## src/rtl/door_motor_sequencer_pkg.sv

```systemverilog
// Shared types for the door motor sequencer: FSM states, travel direction,
// requester identity and the two-requester arbitration helper.
package door_pkg;

  typedef enum logic [2:0] {
    IDLE,
    MV_UP,
    MV_DOWN,
    DEAD,
    FAULT
  } state_t;

  typedef enum logic {
    UP,
    DOWN
  } dir_t;

  typedef enum logic {
    LOCAL,
    REMOTE
  } src_t;

  // A lone request wins outright; a collision goes to the round-robin side.
  function automatic src_t pick_winner(input logic req_local,
                                       input logic req_remote,
                                       input src_t rr_ptr);
    if (req_local && req_remote) return rr_ptr;
    else if (req_remote)         return REMOTE;
    else                         return LOCAL;
  endfunction

endpackage

```

## src/rtl/door_motor_sequencer_if.sv

```systemverilog
// Request, sensor and motor-drive signal bundle between the door environment
// (master) and the motor sequencer (slave).
interface door_motor_sequencer_if;

  logic Req_Local;
  logic Req_Remote;
  logic Up_Max;
  logic Down_Max;
  logic Obstacle;
  logic Fault_Clr;
  logic Up_Motor;
  logic Down_Motor;
  logic Grant_Local;
  logic Grant_Remote;
  logic Busy;
  logic Fault;

  modport master (
    output Req_Local, Req_Remote, Up_Max, Down_Max, Obstacle, Fault_Clr,
    input  Up_Motor, Down_Motor, Grant_Local, Grant_Remote, Busy, Fault
  );

  modport slave (
    input  Req_Local, Req_Remote, Up_Max, Down_Max, Obstacle, Fault_Clr,
    output Up_Motor, Down_Motor, Grant_Local, Grant_Remote, Busy, Fault
  );

endinterface

```

## src/rtl/door_motor_sequencer_timer.sv

```systemverilog
// Shared cycle counter for dead-time and run timeout; tc flags the last cycle
// of a window of 'limit' enabled cycles.
module door_cycle_timer #(
  parameter int unsigned CNT_W = 16
) (
  input  logic             clk,
  input  logic             rst,
  input  logic             clr,
  input  logic             en,
  input  logic [CNT_W-1:0] limit,
  output logic             tc
);

  logic [CNT_W-1:0] count;

  always_ff @(posedge clk or posedge rst) begin
    if (rst) begin
      count <= '0;
    end else if (clr) begin
      count <= '0;
    end else if (en) begin
      count <= count + CNT_W'(1);
    end
  end

  always_comb begin
    tc = en && (count == limit - CNT_W'(1));
  end

endmodule

```

## src/rtl/door_motor_sequencer.sv

```systemverilog
// Door up/down motor sequencer: request arbitration, direction choice, dead-time
// and run watchdog. Optional macro OBSTACLE_REVERSE_EN enables auto-reverse.
module door_motor_sequencer
  import door_pkg::*;
#(
  parameter int unsigned DEADTIME_CYC = 4,
  parameter int unsigned TIMEOUT_CYC  = 1000,
  parameter int unsigned CNT_W        = 16
) (
  input logic                   CLK,
  input logic                   RST,
  door_motor_sequencer_if.slave door
);

  state_t           state;
  dir_t             last_dir;
  src_t             rr_ptr;
  src_t             winner;
  logic             up_motor;
  logic             down_motor;
  logic             grant_local;
  logic             grant_remote;
  logic             busy;
  logic             fault;
  logic             moving;
  logic             req_any;
  logic             req_both;
  logic             limit_hit;
  logic             obst_hit;
  logic             tmr_en;
  logic             tmr_clr;
  logic             tc;
  logic [CNT_W-1:0] tmr_limit;
`ifdef OBSTACLE_REVERSE_EN
  logic             rev_pending;
`endif

  // Timer is held clear outside motion/dead-time and on every state exit,
  // so each window starts from zero.
  always_comb begin
    moving    = (state == MV_UP) || (state == MV_DOWN);
    req_any   = door.Req_Local || door.Req_Remote;
    req_both  = door.Req_Local && door.Req_Remote;
    limit_hit = ((state == MV_UP) && door.Up_Max) ||
                ((state == MV_DOWN) && door.Down_Max);
    obst_hit  = (state == MV_DOWN) && door.Obstacle;
    tmr_en    = moving || (state == DEAD);
    tmr_clr   = !tmr_en || tc || (moving && (limit_hit || obst_hit || req_any));
    tmr_limit = (state == DEAD) ? CNT_W'(DEADTIME_CYC) : CNT_W'(TIMEOUT_CYC);
    winner    = pick_winner(door.Req_Local, door.Req_Remote, rr_ptr);
  end

  door_cycle_timer #(
    .CNT_W(CNT_W)
  ) u_timer (
    .clk  (CLK),
    .rst  (RST),
    .clr  (tmr_clr),
    .en   (tmr_en),
    .limit(tmr_limit),
    .tc   (tc)
  );

  always_ff @(posedge CLK or posedge RST) begin
    if (RST) begin
      state        <= IDLE;
      last_dir     <= DOWN;
      rr_ptr       <= LOCAL;
      up_motor     <= 1'b0;
      down_motor   <= 1'b0;
      grant_local  <= 1'b0;
      grant_remote <= 1'b0;
      busy         <= 1'b0;
      fault        <= 1'b0;
`ifdef OBSTACLE_REVERSE_EN
      rev_pending  <= 1'b0;
`endif
    end else begin
      grant_local  <= 1'b0;
      grant_remote <= 1'b0;
      unique case (state)
        IDLE: begin
          if (req_any) begin
            if (req_both) rr_ptr <= (rr_ptr == LOCAL) ? REMOTE : LOCAL;
            busy <= 1'b1;
            if (door.Up_Max && door.Down_Max) begin
              state <= FAULT;
              fault <= 1'b1;
            end else begin
              grant_local  <= (winner == LOCAL);
              grant_remote <= (winner == REMOTE);
              if (door.Up_Max || (!door.Down_Max && last_dir == UP)) begin
                state      <= MV_DOWN;
                down_motor <= 1'b1;
                last_dir   <= DOWN;
              end else begin
                state    <= MV_UP;
                up_motor <= 1'b1;
                last_dir <= UP;
              end
            end
          end
        end

        MV_UP, MV_DOWN: begin
          if (tc) begin
            state      <= FAULT;
            fault      <= 1'b1;
            up_motor   <= 1'b0;
            down_motor <= 1'b0;
`ifdef OBSTACLE_REVERSE_EN
            rev_pending <= 1'b0;
`endif
          end else if (limit_hit || obst_hit || req_any) begin
            state      <= DEAD;
            up_motor   <= 1'b0;
            down_motor <= 1'b0;
            if (!limit_hit && !obst_hit) begin
              grant_local  <= (winner == LOCAL);
              grant_remote <= (winner == REMOTE);
              if (req_both) rr_ptr <= (rr_ptr == LOCAL) ? REMOTE : LOCAL;
            end
`ifdef OBSTACLE_REVERSE_EN
            if (!limit_hit && obst_hit) rev_pending <= 1'b1;
`endif
          end
        end

        DEAD: begin
          if (tc) begin
`ifdef OBSTACLE_REVERSE_EN
            if (rev_pending) begin
              state       <= MV_UP;
              up_motor    <= 1'b1;
              last_dir    <= UP;
              rev_pending <= 1'b0;
            end else begin
              state <= IDLE;
              busy  <= 1'b0;
            end
`else
            state <= IDLE;
            busy  <= 1'b0;
`endif
          end
        end

        FAULT: begin
          if (door.Fault_Clr) begin
            state <= DEAD;
            fault <= 1'b0;
          end
        end

        default: begin
          state      <= IDLE;
          busy       <= 1'b0;
          fault      <= 1'b0;
          up_motor   <= 1'b0;
          down_motor <= 1'b0;
        end
      endcase
    end
  end

  always_comb begin
    door.Up_Motor     = up_motor;
    door.Down_Motor   = down_motor;
    door.Grant_Local  = grant_local;
    door.Grant_Remote = grant_remote;
    door.Busy         = busy;
    door.Fault        = fault;
  end

endmodule
```

## src/flat_wrapper.sv

```systemverilog
// flat-port wrapper written by rule: the top's interface ports become plain ports
module door_motor_sequencer_flat import door_pkg::*;
#(
  parameter int unsigned DEADTIME_CYC = 4,
  parameter int unsigned TIMEOUT_CYC  = 1000,
  parameter int unsigned CNT_W        = 16
)
  (CLK, RST, door_Req_Local, door_Req_Remote, door_Up_Max, door_Down_Max, door_Obstacle, door_Fault_Clr, door_Up_Motor, door_Down_Motor, door_Grant_Local, door_Grant_Remote, door_Busy, door_Fault);
  door_motor_sequencer_if door_i ();
  input logic CLK;
  input logic RST;
  input wire logic [$bits(door_i.Req_Local)-1:0] door_Req_Local;
  input wire logic [$bits(door_i.Req_Remote)-1:0] door_Req_Remote;
  input wire logic [$bits(door_i.Up_Max)-1:0] door_Up_Max;
  input wire logic [$bits(door_i.Down_Max)-1:0] door_Down_Max;
  input wire logic [$bits(door_i.Obstacle)-1:0] door_Obstacle;
  input wire logic [$bits(door_i.Fault_Clr)-1:0] door_Fault_Clr;
  output wire logic [$bits(door_i.Up_Motor)-1:0] door_Up_Motor;
  output wire logic [$bits(door_i.Down_Motor)-1:0] door_Down_Motor;
  output wire logic [$bits(door_i.Grant_Local)-1:0] door_Grant_Local;
  output wire logic [$bits(door_i.Grant_Remote)-1:0] door_Grant_Remote;
  output wire logic [$bits(door_i.Busy)-1:0] door_Busy;
  output wire logic [$bits(door_i.Fault)-1:0] door_Fault;
  assign door_i.Req_Local = door_Req_Local;
  assign door_i.Req_Remote = door_Req_Remote;
  assign door_i.Up_Max = door_Up_Max;
  assign door_i.Down_Max = door_Down_Max;
  assign door_i.Obstacle = door_Obstacle;
  assign door_i.Fault_Clr = door_Fault_Clr;
  assign door_Up_Motor = door_i.Up_Motor;
  assign door_Down_Motor = door_i.Down_Motor;
  assign door_Grant_Local = door_i.Grant_Local;
  assign door_Grant_Remote = door_i.Grant_Remote;
  assign door_Busy = door_i.Busy;
  assign door_Fault = door_i.Fault;
  door_motor_sequencer #(.DEADTIME_CYC(DEADTIME_CYC), .TIMEOUT_CYC(TIMEOUT_CYC), .CNT_W(CNT_W)) u_core (.CLK(CLK), .RST(RST), .door(door_i));
endmodule
```

## config.mk

```make
export PLATFORM = sky130hd
export DESIGN_NAME = door_motor_sequencer_flat
export DESIGN_NICKNAME = d
export VERILOG_FILES = /design/src/rtl/door_motor_sequencer_pkg.sv /design/src/rtl/door_motor_sequencer_if.sv /design/src/rtl/door_motor_sequencer_timer.sv /design/src/rtl/door_motor_sequencer.sv /design/src/flat_wrapper.sv
export SDC_FILE = /design/constraint.sdc
export NUM_CORES = 1
export LEC_CHECK = 0
export ABC_CLOCK_PERIOD_IN_PS = 4200
export CAP_MARGIN = 20
export CORE_UTILIZATION = 40
export CTS_BUF_LIST = sky130_fd_sc_hd__clkbuf_8
export DETAILED_ROUTE_END_ITERATION = 8
export GPL_TIMING_DRIVEN = 1
export PLACE_DENSITY_LB_ADDON = 0.05
export REMOVE_ABC_BUFFERS = 1
export SLEW_MARGIN = 0
export SYNTH_ARGS = -nofsm -noshare
export SYNTH_HDL_FRONTEND = slang
export SYNTH_SLANG_ARGS = --single-unit
```

## constraint.sdc

```tcl
create_clock -name CLK -period 4.2 [get_ports CLK]
set_input_delay 0.84 -clock CLK [delete_from_list [all_inputs] [get_ports CLK]]
set_output_delay 0.84 -clock CLK [all_outputs]
set_load 0.1 [all_outputs]
```

==> results of run 1 <==
## layer usage
metal / vias to the layer above / share of wire / track usage
met5: - / 0 / 0
met2: 20 / 0.50 / 0.3125
li1: 631 / - / -
met1: 624 / 0.45 / 0.2200
met4: 0 / 0.016 / 0.08056
met3: 5 / 0.027 / 0.02289
## power by group through the flow
stage / Clock, mW / Combinational [mW] / Sequential [mW]
6_report: 0.142 / 0.474 / 0.381
5_1_grt: 0.159 / 0.520 / 0.390
4_1_cts: 0.149 / 0.475 / 0.382
3_5_place_dp: 0 / 0.473 / 0.387
3_3_place_gp: 0 / 0.472 / 0.385
2_1_floorplan: 0 / 0.226 / 0.519
## registers in the layout, indices dropped and copies added (netlist names)
| register | count |
|---|---|
| u_core.door.Grant_Local | 1 |
| u_core.state | 3 |
| u_core.rr_ptr | 1 |
| u_core.door.Fault | 1 |
| u_core.door.Busy | 1 |
| u_core.last_dir | 1 |
| u_core.door.Up_Motor | 1 |
| u_core.u_timer.count | 16 |
| u_core.door.Grant_Remote | 1 |
| u_core.door.Down_Motor | 1 |
## cell type report
| type | count | area, sq um | share of cell area |
|---|---|---|---|
| Clock buffer | 3 | 41.29 | 0.02300 |
| Timing Repair Buffer | 14 | 157.7 | 0.08780 |
| Sequential cell | 27 | 676.9 | 0.3770 |
| Clock inverter | 1 | 3.754 | 0.002091 |
| Multi-Input combinational cell | 130 | 825.8 | 0.4599 |
| Tap cell | 48 | 60.06 | 0.03345 |
| Inverter | 8 | 30.03 | 0.01672 |
## through the flow
| step | worst slack [ns] | instance area [sq um] |
|---|---|---|
| 2_1_floorplan | 2.219 | 1533 |
| 3_3_place_gp | 1.584 | 1723 |
| 3_5_place_dp | 1.561 | 1723 |
| 4_1_cts | 1.537 | 1768 |
| 5_1_grt | 1.496 | 1795 |
| 6_report | 1.547 | 1795 |
## how the worst max path moves through the flow
| stage | endpoint | start | cells past startpoint |
|---|---|---|---|
| finish | door_Busy | u_core.door.Busy$_DFFE_PP0P_ | 1 |
| global route | door_Busy | u_core.door.Busy$_DFFE_PP0P_ | 1 |
| CTS | door_Busy | u_core.door.Busy$_DFFE_PP0P_ | 1 |
| detailed placement | u_core.u_timer.count[12]$_DFFE_PP0P_ | door_Req_Remote | 6 |
| global placement | u_core.u_timer.count[11]$_DFFE_PP0P_ | door_Req_Remote | 6 |
| floorplan | u_core.state[1]$_DFFE_PP0P_ | u_core.u_timer.count[0]$_DFFE_PP0P_ | 6 |
## cells by family (layout without fill, tap and decap cells)
group | Yosys count | count (layout) | synth area share
and+or+nand+nor | 78 | 78 | 0.2661
AOI/OAI and AO/OA | 35 | 35 | 0.1612
DFF | 27 | 27 | 0.4297
xor gates and xnor gates | 16 | 16 | 0.08896
buffers and inverters | 15 | 26 | 0.04606
adders and majority gates | 1 | 1 | 0.007942
## synthesized netlist by cell type (all sizes together) (3+ instances only)
master	instances	area share
nand3	6	0.019
nor3b	3	0.014
nand4	4	0.016
buf	3	0.017
and3	3	0.013
nor3	6	0.019
xor2	12	0.067
dfrtp	26	0.41
clkbuf	4	0.0095
a21oi	13	0.041
inv	8	0.019
nor2	30	0.073
nor4	4	0.029
nand2	11	0.026
o21ai	7	0.022
xnor2	4	0.022
==> impl_metrics.yaml, run 1 <==
status:
  outcome: "complete, no violations"
sta:
  hold_viol_final: 0
  worstMarginPinSlew_ns: 0.9675
  setup_viol: 0
  slew_violations: 0
  fin_hold_ws_ns: 0.4919
  rsz0062_at_grt: "no"
  min_period_ns: 2.653
  relSlewSlack: 0.3530
  post-route-period-util: 0.6317
  tns_ns: 0
  skew_ns: 0.003425
  max_freq_mhz: 376.9
critical_path:
  cp-start-kind: "flip-flop"
  rr_startpoint: "u_core.u_timer.count[0]$_DFFE_PP0P_"
  worstPathCellList: "clkdlybuf4s50_1"
  crit_fanout: 4
  cp_slowest_cell: "clkdlybuf4s50_1"
  cpPeakStageDelay_ns: 1.14
  ff2ff_path_depth: 6
  regToRegSetupSlack_ns: 2.04
  crit_type: "reg -> out"
  path_buf_inv: 1
  rr_endpoint: "u_core.state[1]$_DFFE_PP0P_"
  crit_family: "buffers and inverters"
  arrival_ns: 1.81
  endpoint_kind: "primary output"
  cp.required_ns: 3.36
floorplanning:
  die-area_sq_um: 4193
  dieHeight_um: 64.76
  core_area_sq_um: 3716
  initial_utilization: 0.4239
  ios: 14
  die_x_um: 64.76
  row_count: 22
power_and_ir_drop:
  power_uw: 996.9
  seqPwrFrac: 0.383
  ir_drop_mv: 0.2311
  p_comb_frac: 0.475
  p_int_uw: 541.9
  clockPowerShare: 0.142
  switchingPower_uw: 455.0
  switching_share: 0.4564
  powerDensity_nw_per_um2: 555.2
  p_leak_nw: 0.7528
clocking:
  hold_buffers: 0
  cts_tree: "built"
  clkLatencyLatePin_ns: 0.27
  clk_pin_slew_worst_paths_ns: 0.09
  cts_setup_buffers: 0
  root_buffer: "clkbuf_8"
  h-tree-depth: 1
  clockBufferDepth: 2
  numCtsBuffers: 3
  postCtsResizedCells: 0
  cts.sinks: 27
finish:
  fin_nets: 193
  syn_to_final_growth_pct: 13.98
  diodes: 0
  fin_util: 0.4832
  final_cell_mix: "29 x nor2_1, 26 x dfrtp_1, 13 x a21oi_1, 13 x clkdlybuf4s50_1, 12 x xor2_1"
  nFillCells: 376
  final_common_cell: "nor2_1"
  drive_gt1_frac: 0.09836
  instances_no_fill: 231
detailed_routing:
  avgViaCountPerCell: 5.541
  antenna_left: 0
  drc: 0
  wl_mm: 3.164
  post_drt_wl_per_cell_um: 13.70
  drt_iter0_drc: 88
  drtPass1Iterations: 4
  vias: 1280
global_routing:
  grt_use_total: 0.1798
  gr-total-overflow: 0
  grt_pass1_wl_mm: 5.823
  grt_max_degree: 28
  antenna_found_initial: 0
  grt_pass1_vias: 1315
place:
  port_buffers: 13
  gp_congestion: 0.8107
  dpl.hpwl_mm: 2.251
  dpl.cell_count: 226
run:
  maxCapViolCount: 0
worst_hold_path:
  hp-start: "u_core.rr_ptr$_DFFE_PP0P_"
  worstHoldEndpoint: "u_core.rr_ptr$_DFFE_PP0P_"
  holdPathStages: 1
  hold_class: "reg -> reg"
logic_synthesis:
  yosysWarnings: 0
  synth-main-ff-cell: "dfrtp_1"
  yosysSeqAreaShare: 0.4297
  syn_area_sq_um: 1575
  synth_enable_flop_cells: 0
  synth.avg_cell_area_sq_um: 9.158
  syn_inst: 172
  synthArstFlopShare: 1.000
  ys_ff_latch: 27
  yosys.cell_types.count: 46
Power figures use the tool's default switching activity.
==> run 2, diff against run 1 <==
--- a/config.mk
+++ b/config.mk
@@ -5,7 +5,7 @@
 export SDC_FILE = /design/constraint.sdc
 export NUM_CORES = 1
 export LEC_CHECK = 0
-export ABC_CLOCK_PERIOD_IN_PS = 4200
+export ABC_CLOCK_PERIOD_IN_PS = 2300
 export CAP_MARGIN = 20
 export CORE_UTILIZATION = 40
 export CTS_BUF_LIST = sky130_fd_sc_hd__clkbuf_8
==> constraint.sdc (replaced) <==
create_clock -name CLK -period 2.3 [get_ports CLK]
set_input_delay 0.46 -clock CLK [delete_from_list [all_inputs] [get_ports CLK]]
set_output_delay 0.46 -clock CLK [all_outputs]
set_load 0.1 [all_outputs]
==> run 2 against run 1 <==
  * Core utilization is 0.91 points higher
  * Critical path depth grew 5
  * Highest routed layer unchanged
  * Global-route usage up 0.51 points
==> impl_metrics.yaml, run 2 (synthesis gave the netlist of run 1 again) <==
status:
  outcome: "complete, no violations"
detailed_routing:
  avgViaCountPerCell: 5.450
  wl_mm: 3.322
  antenna_left: 0
  post_drt_wl_per_cell_um: 13.84
  drtPass1Iterations: 4
  vias: 1308
  drt_iter0_drc: 170
  drc: 0
clocking:
  postCtsResizedCells: 0
  hold_buffers: 0
  numCtsBuffers: 3
  cts_setup_buffers: 0
  clkLatencyLatePin_ns: 0.27
  clk_pin_slew_worst_paths_ns: 0.09
  root_buffer: "clkbuf_8"
  cts_tree: "built"
  h-tree-depth: 1
  clockBufferDepth: 2
  cts.sinks: 27
sta:
  rsz0062_at_grt: "no"
  setup_viol: 0
  min_period_ns: 2.093
  post-route-period-util: 0.9099
  relSlewSlack: 0.6176
  slew_violations: 0
  hold_viol_final: 0
  skew_ns: 0.003405
  tns_ns: 0
  fin_hold_ws_ns: 0.4614
  worstMarginPinSlew_ns: 0.5657
  max_freq_mhz: 477.8
place:
  gp_congestion: 0.8446
  dpl.hpwl_mm: 2.515
  port_buffers: 13
  placed_area_sq_um: 1783
finish:
  diodes: 0
  largest_register: "u_core.u_timer.count"
  final_common_cell: "nor2_1"
  largest_reg_flops: 16
  drive_gt1_frac: 0.1771
  fin_util: 0.4923
  final_area_sq_um: 1829
  fin_nets: 202
  syn_to_final_growth_pct: 16.12
  reg.largest.list: "u_core.u_timer.count: 16 flops, u_core.state: 3 flops"
  final_cell_mix: "29 x nor2_1, 26 x dfrtp_1, 16 x buf_4"
critical_path:
  cpPeakStageDelay_ns: 0.48
  crit_end: "u_core.state[1]$_DFFE_PP0P_"
  rr_endpoint: "u_core.state[1]$_DFFE_PP0P_"
  arrival_ns: 2.25
  crit_fanout: 8
  crit_type: "reg -> reg"
  path_buf_inv: 0
  cp_slowest_cell: "or4b_4"
  cp-start-kind: "flip-flop"
  rr_startpoint: "u_core.u_timer.count[0]$_DFFE_PP0P_"
  crit_family: "simple AND/OR/NAND/NOR gates"
  regToRegSetupSlack_ns: 0.21
  worstPathCellList: "ha_1, or4b_4, nor4_4, o21a_4, nor2_2, o32a_1"
  endpoint_kind: "flip-flop"
  cp.required_ns: 2.46
  critical_path_cell_count: 6
  ff2ff_path_depth: 6
  setup.worst_path.start: "u_core.u_timer.count[0]$_DFFE_PP0P_"
power_and_ir_drop:
  seqPwrFrac: 0.358
  ir_drop_mv: 0.3857
  p_int_mw: 1.005
  clockPowerShare: 0.144
  p_comb_frac: 0.498
  p_leak_nw: 0.7976
  switching_share: 0.4566
  powerDensity_nw_per_um2: 1011
  switchingPower_uw: 844.7
global_routing:
  grt_use_total: 0.1849
  grt_pass1_wl_mm: 5.940
  gr-total-overflow: 0
  grt_max_degree: 17
  antenna_found_initial: 0
  grt_pass1_vias: 1334
floorplanning:
  initial_utilization: 0.4239
  die-area_sq_um: 4193
  core_area_sq_um: 3716
  die_x_um: 64.76
  dieHeight_um: 64.76
  row_count: 22
  ios: 14
worst_hold_path:
  hold_class: "in -> async"
run:
  maxCapViolCount: 0
==> run 2: worst min path at each step <==
stage                                                       to  slack (ns)  cells after the start
final                     u_core.u_timer.count[14]$_DFFE_PP0P_        0.46                      2
after global routing      u_core.u_timer.count[14]$_DFFE_PP0P_        0.50                      2
after CTS                 u_core.u_timer.count[14]$_DFFE_PP0P_        0.47                      2
after detailed placement             u_core.rr_ptr$_DFFE_PP0P_        0.48                      1
after global placement               u_core.rr_ptr$_DFFE_PP0P_        0.48                      1
after floorplan                    u_core.last_dir$_DFFE_PP1P_        0.46                      2
==> run 2: layout make-up <==
type	instances	area [sq um]
Fill cell	372	1887
Multi-Input combinational cell	130	825.8
Sequential cell	27	676.9
Timing Repair Buffer	23	190.2
Tap cell	48	60.06
Clock buffer	3	41.29
Inverter	8	30.03
Clock inverter	1	5.005
==> run 2: routing by layer <==
metal,vias up,share of wire,global-route usage
li1,650,-,-
met1,639,0.45,0.2352
met2,14,0.52,0.3203
met3,5,0.022,0.02113
met4,0,0.014,0.06667
met5,-,0,0
==> run 2: through the flow <==
stage / total power, mW / worst slack, ns / instances
after floorplan: 1.360 / 0.3194 / 165
after CTS: 1.869 / 0.1595 / 240
after global placement: 1.590 / 0.1713 / 236
after global routing: 1.993 / 0.02994 / 240
final: 1.850 / 0.2073 / 240
after detailed placement: 1.601 / 0.1397 / 236
==> run 2: power groups by stage <==
stage	logic, mW	clock network, mW	registers, mW
floorplan	0.412	0	0.948
global placement	0.920	0	0.670
detailed placement	0.928	0	0.673
CTS	0.931	0.275	0.663
global route	1.01	0.303	0.678
finish	0.922	0.266	0.662
==> run 3, diff against run 2 <==
--- a/config.mk
+++ b/config.mk
@@ -5,12 +5,11 @@
 export SDC_FILE = /design/constraint.sdc
 export NUM_CORES = 1
 export LEC_CHECK = 0
-export ABC_CLOCK_PERIOD_IN_PS = 2300
+export ABC_CLOCK_PERIOD_IN_PS = 2000
 export CAP_MARGIN = 20
 export CORE_UTILIZATION = 40
 export CTS_BUF_LIST = sky130_fd_sc_hd__clkbuf_8
 export DETAILED_ROUTE_END_ITERATION = 8
-export GPL_TIMING_DRIVEN = 1
 export PLACE_DENSITY_LB_ADDON = 0.05
 export REMOVE_ABC_BUFFERS = 1
 export SLEW_MARGIN = 0
==> constraint.sdc (replaced) <==
create_clock -name CLK -period 2 [get_ports CLK]
set_input_delay 0.4 -clock CLK [delete_from_list [all_inputs] [get_ports CLK]]
set_output_delay 0.4 -clock CLK [all_outputs]
set_load 0.1 [all_outputs]
==> run 3 against run 2 <==
  * Clock power increased by 15%
  * Flip-flop and latch count unchanged
  * Maximum frequency increased by 8.6%
  * Critical path depth unchanged
  * Highest routed layer unchanged
==> impl_metrics.yaml, run 3 (synthesis gave the netlist of run 1 again) <==
critical_path:
  rr_startpoint: "u_core.u_timer.count[1]$_DFFE_PP0P_"
  path_buf_inv: 0
  regToRegSetupSlack_ns: 0.07
  crit_type: "reg -> reg"
  cp-start-kind: "flip-flop"
  cp.required_ns: 2.16
  ff2ff_path_depth: 6
  rr_endpoint: "u_core.state[1]$_DFFE_PP0P_"
  worstPathCellList: "ha_2, or4b_4, nor4_4, o21a_4, nor2_2, o32a_1"
  endpoint_kind: "flip-flop"
  cpPeakStageDelay_ns: 0.47
  critical_path_cell_count: 6
  cp_slowest_cell: "or4b_4"
  crit_family: "simple AND/OR/NAND/NOR gates"
  crit_fanout: 8
  arrival_ns: 2.08
place:
  gp_congestion: 0.8492
  place_ws_ns: -0.07659
  port_buffers: 13
  dpl.hpwl_mm: 2.668
sta:
  hold_viol_final: 0
  post-route-period-util: 0.9633
  relSlewSlack: 0.7213
  worstMarginPinSlew_ns: 0.4165
  slew_violations: 0
  skew_ns: 0.003473
  tns_ns: 0
  setup_ws_ns: 0.07341
  fin_hold_ws_ns: 0.4773
  rsz0062_at_grt: "no"
  max_freq_mhz: 519.1
  setup_viol: 0
  min_period_ns: 1.927
clocking:
  clockBufferDepth: 2
  clkLatencyLatePin_ns: 0.27
  hold_buffers: 0
  root_buffer: "clkbuf_8"
  clk_pin_slew_worst_paths_ns: 0.09
  cts.sinks: 27
  cts_tree: "built"
  numCtsBuffers: 3
  h-tree-depth: 1
global_routing:
  grt_use_total: 0.1950
  grt_pass1_vias: 1411
  gr-total-overflow: 0
  antenna_found_initial: 0
  grt_pass1_wl_mm: 6.251
  grt_max_degree: 28
power_and_ir_drop:
  ir_drop_mv: 0.4497
  power_mw: 2.221
  p_leak_nw: 0.8920
  powerDensity_nw_per_um2: 1124
detailed_routing:
  drc: 0
  vias: 1376
  wl_mm: 3.554
  post_drt_wl_per_cell_um: 13.83
  avgViaCountPerCell: 5.354
  drtPass1Iterations: 4
  drt_iter0_drc: 66
  antenna_left: 0
floorplanning:
  initial_utilization: 0.4239
  ios: 14
  core_area_sq_um: 3716
  dieHeight_um: 64.76
  die-area_sq_um: 4193
  row_count: 22
  die_x_um: 64.76
finish:
  ff_latch_area_sq_um: 676.9
  syn_to_final_growth_pct: 25.42
  largest_register: "u_core.u_timer.count"
  nFillCells: 363
  fin_util: 0.5317
  fin_nets: 219
  drive_gt1_frac: 0.2536
  largest_reg_flops: 16
  final_common_cell: "buf_4"
  reg.largest.list: "u_core.u_timer.count: 16 flops, u_core.state: 3 flops"
  diodes: 0
  final_cell_mix: "32 x buf_4, 29 x nor2_1, 26 x dfrtp_1"
  multi_input_area_sq_um: 832.0
worst_hold_path:
  hold_class: "in -> async"
status:
  outcome: "complete, no violations"
run:
  maxCapViolCount: 0
-- run 3: report_power, final --
part | switching [mW] | internal [mW] | total, mW
Combinational | 0.748 | 0.428 | 1.18
Clock | 0.166 | 0.139 | 0.305
Sequential | 0.0806 | 0.659 | 0.739
-- run 3: tightest hold or removal path, delay by kind of cell --
family | cells | cell delay (ns)
buffers and inverters | 3 | 0.76
-- run 3: worst max path at each step --
stage / start / to / slack [ns]
after CTS: u_core.u_timer.count[1]$_DFFE_PP0P_ / u_core.state[1]$_DFFE_PP0P_ / 0.006
final: u_core.u_timer.count[1]$_DFFE_PP0P_ / u_core.state[1]$_DFFE_PP0P_ / 0.07
after global routing: u_core.u_timer.count[8]$_DFFE_PP0P_ / u_core.state[1]$_DFFE_PP0P_ / 0.0008
after global placement: door_Req_Remote / u_core.u_timer.count[6]$_DFFE_PP0P_ / -0.06
after floorplan: u_core.u_timer.count[0]$_DFFE_PP0P_ / u_core.state[1]$_DFFE_PP0P_ / 0.02
after detailed placement: door_Req_Remote / u_core.u_timer.count[3]$_DFFE_PP0P_ / -0.08
-- run 3: layout make-up --
class | count | share of cell area
Clock buffer | 3 | 0.02090
Clock inverter | 1 | 0.002533
Inverter | 8 | 0.01520
Multi-Input combinational cell | 130 | 0.4212
Sequential cell | 27 | 0.3426
Tap cell | 48 | 0.03040
Timing Repair Buffer | 40 | 0.1672
-- run 3: through the flow --
step,area [sq um],cells
after floorplan,1533,165
after detailed placement,1908,251
after global placement,1908,251
after global routing,1976,257
final,1976,257
after CTS,1962,256
-- run 3: timing repair --
action,in CTS,in global routing
pin swaps,1,1
buffers inserted,1,1
setup endpoints to repair,19,11
gates resized for setup,0,2
-- run 3: routing by layer --
metal  GRT usage  up-vias  wire length (um)
li1            -      686                 -
met1      0.2282      661              1598
met2      0.3542       22              1817
met3     0.02817        7                93
met4     0.07500        0                44
met5           0        -                 0
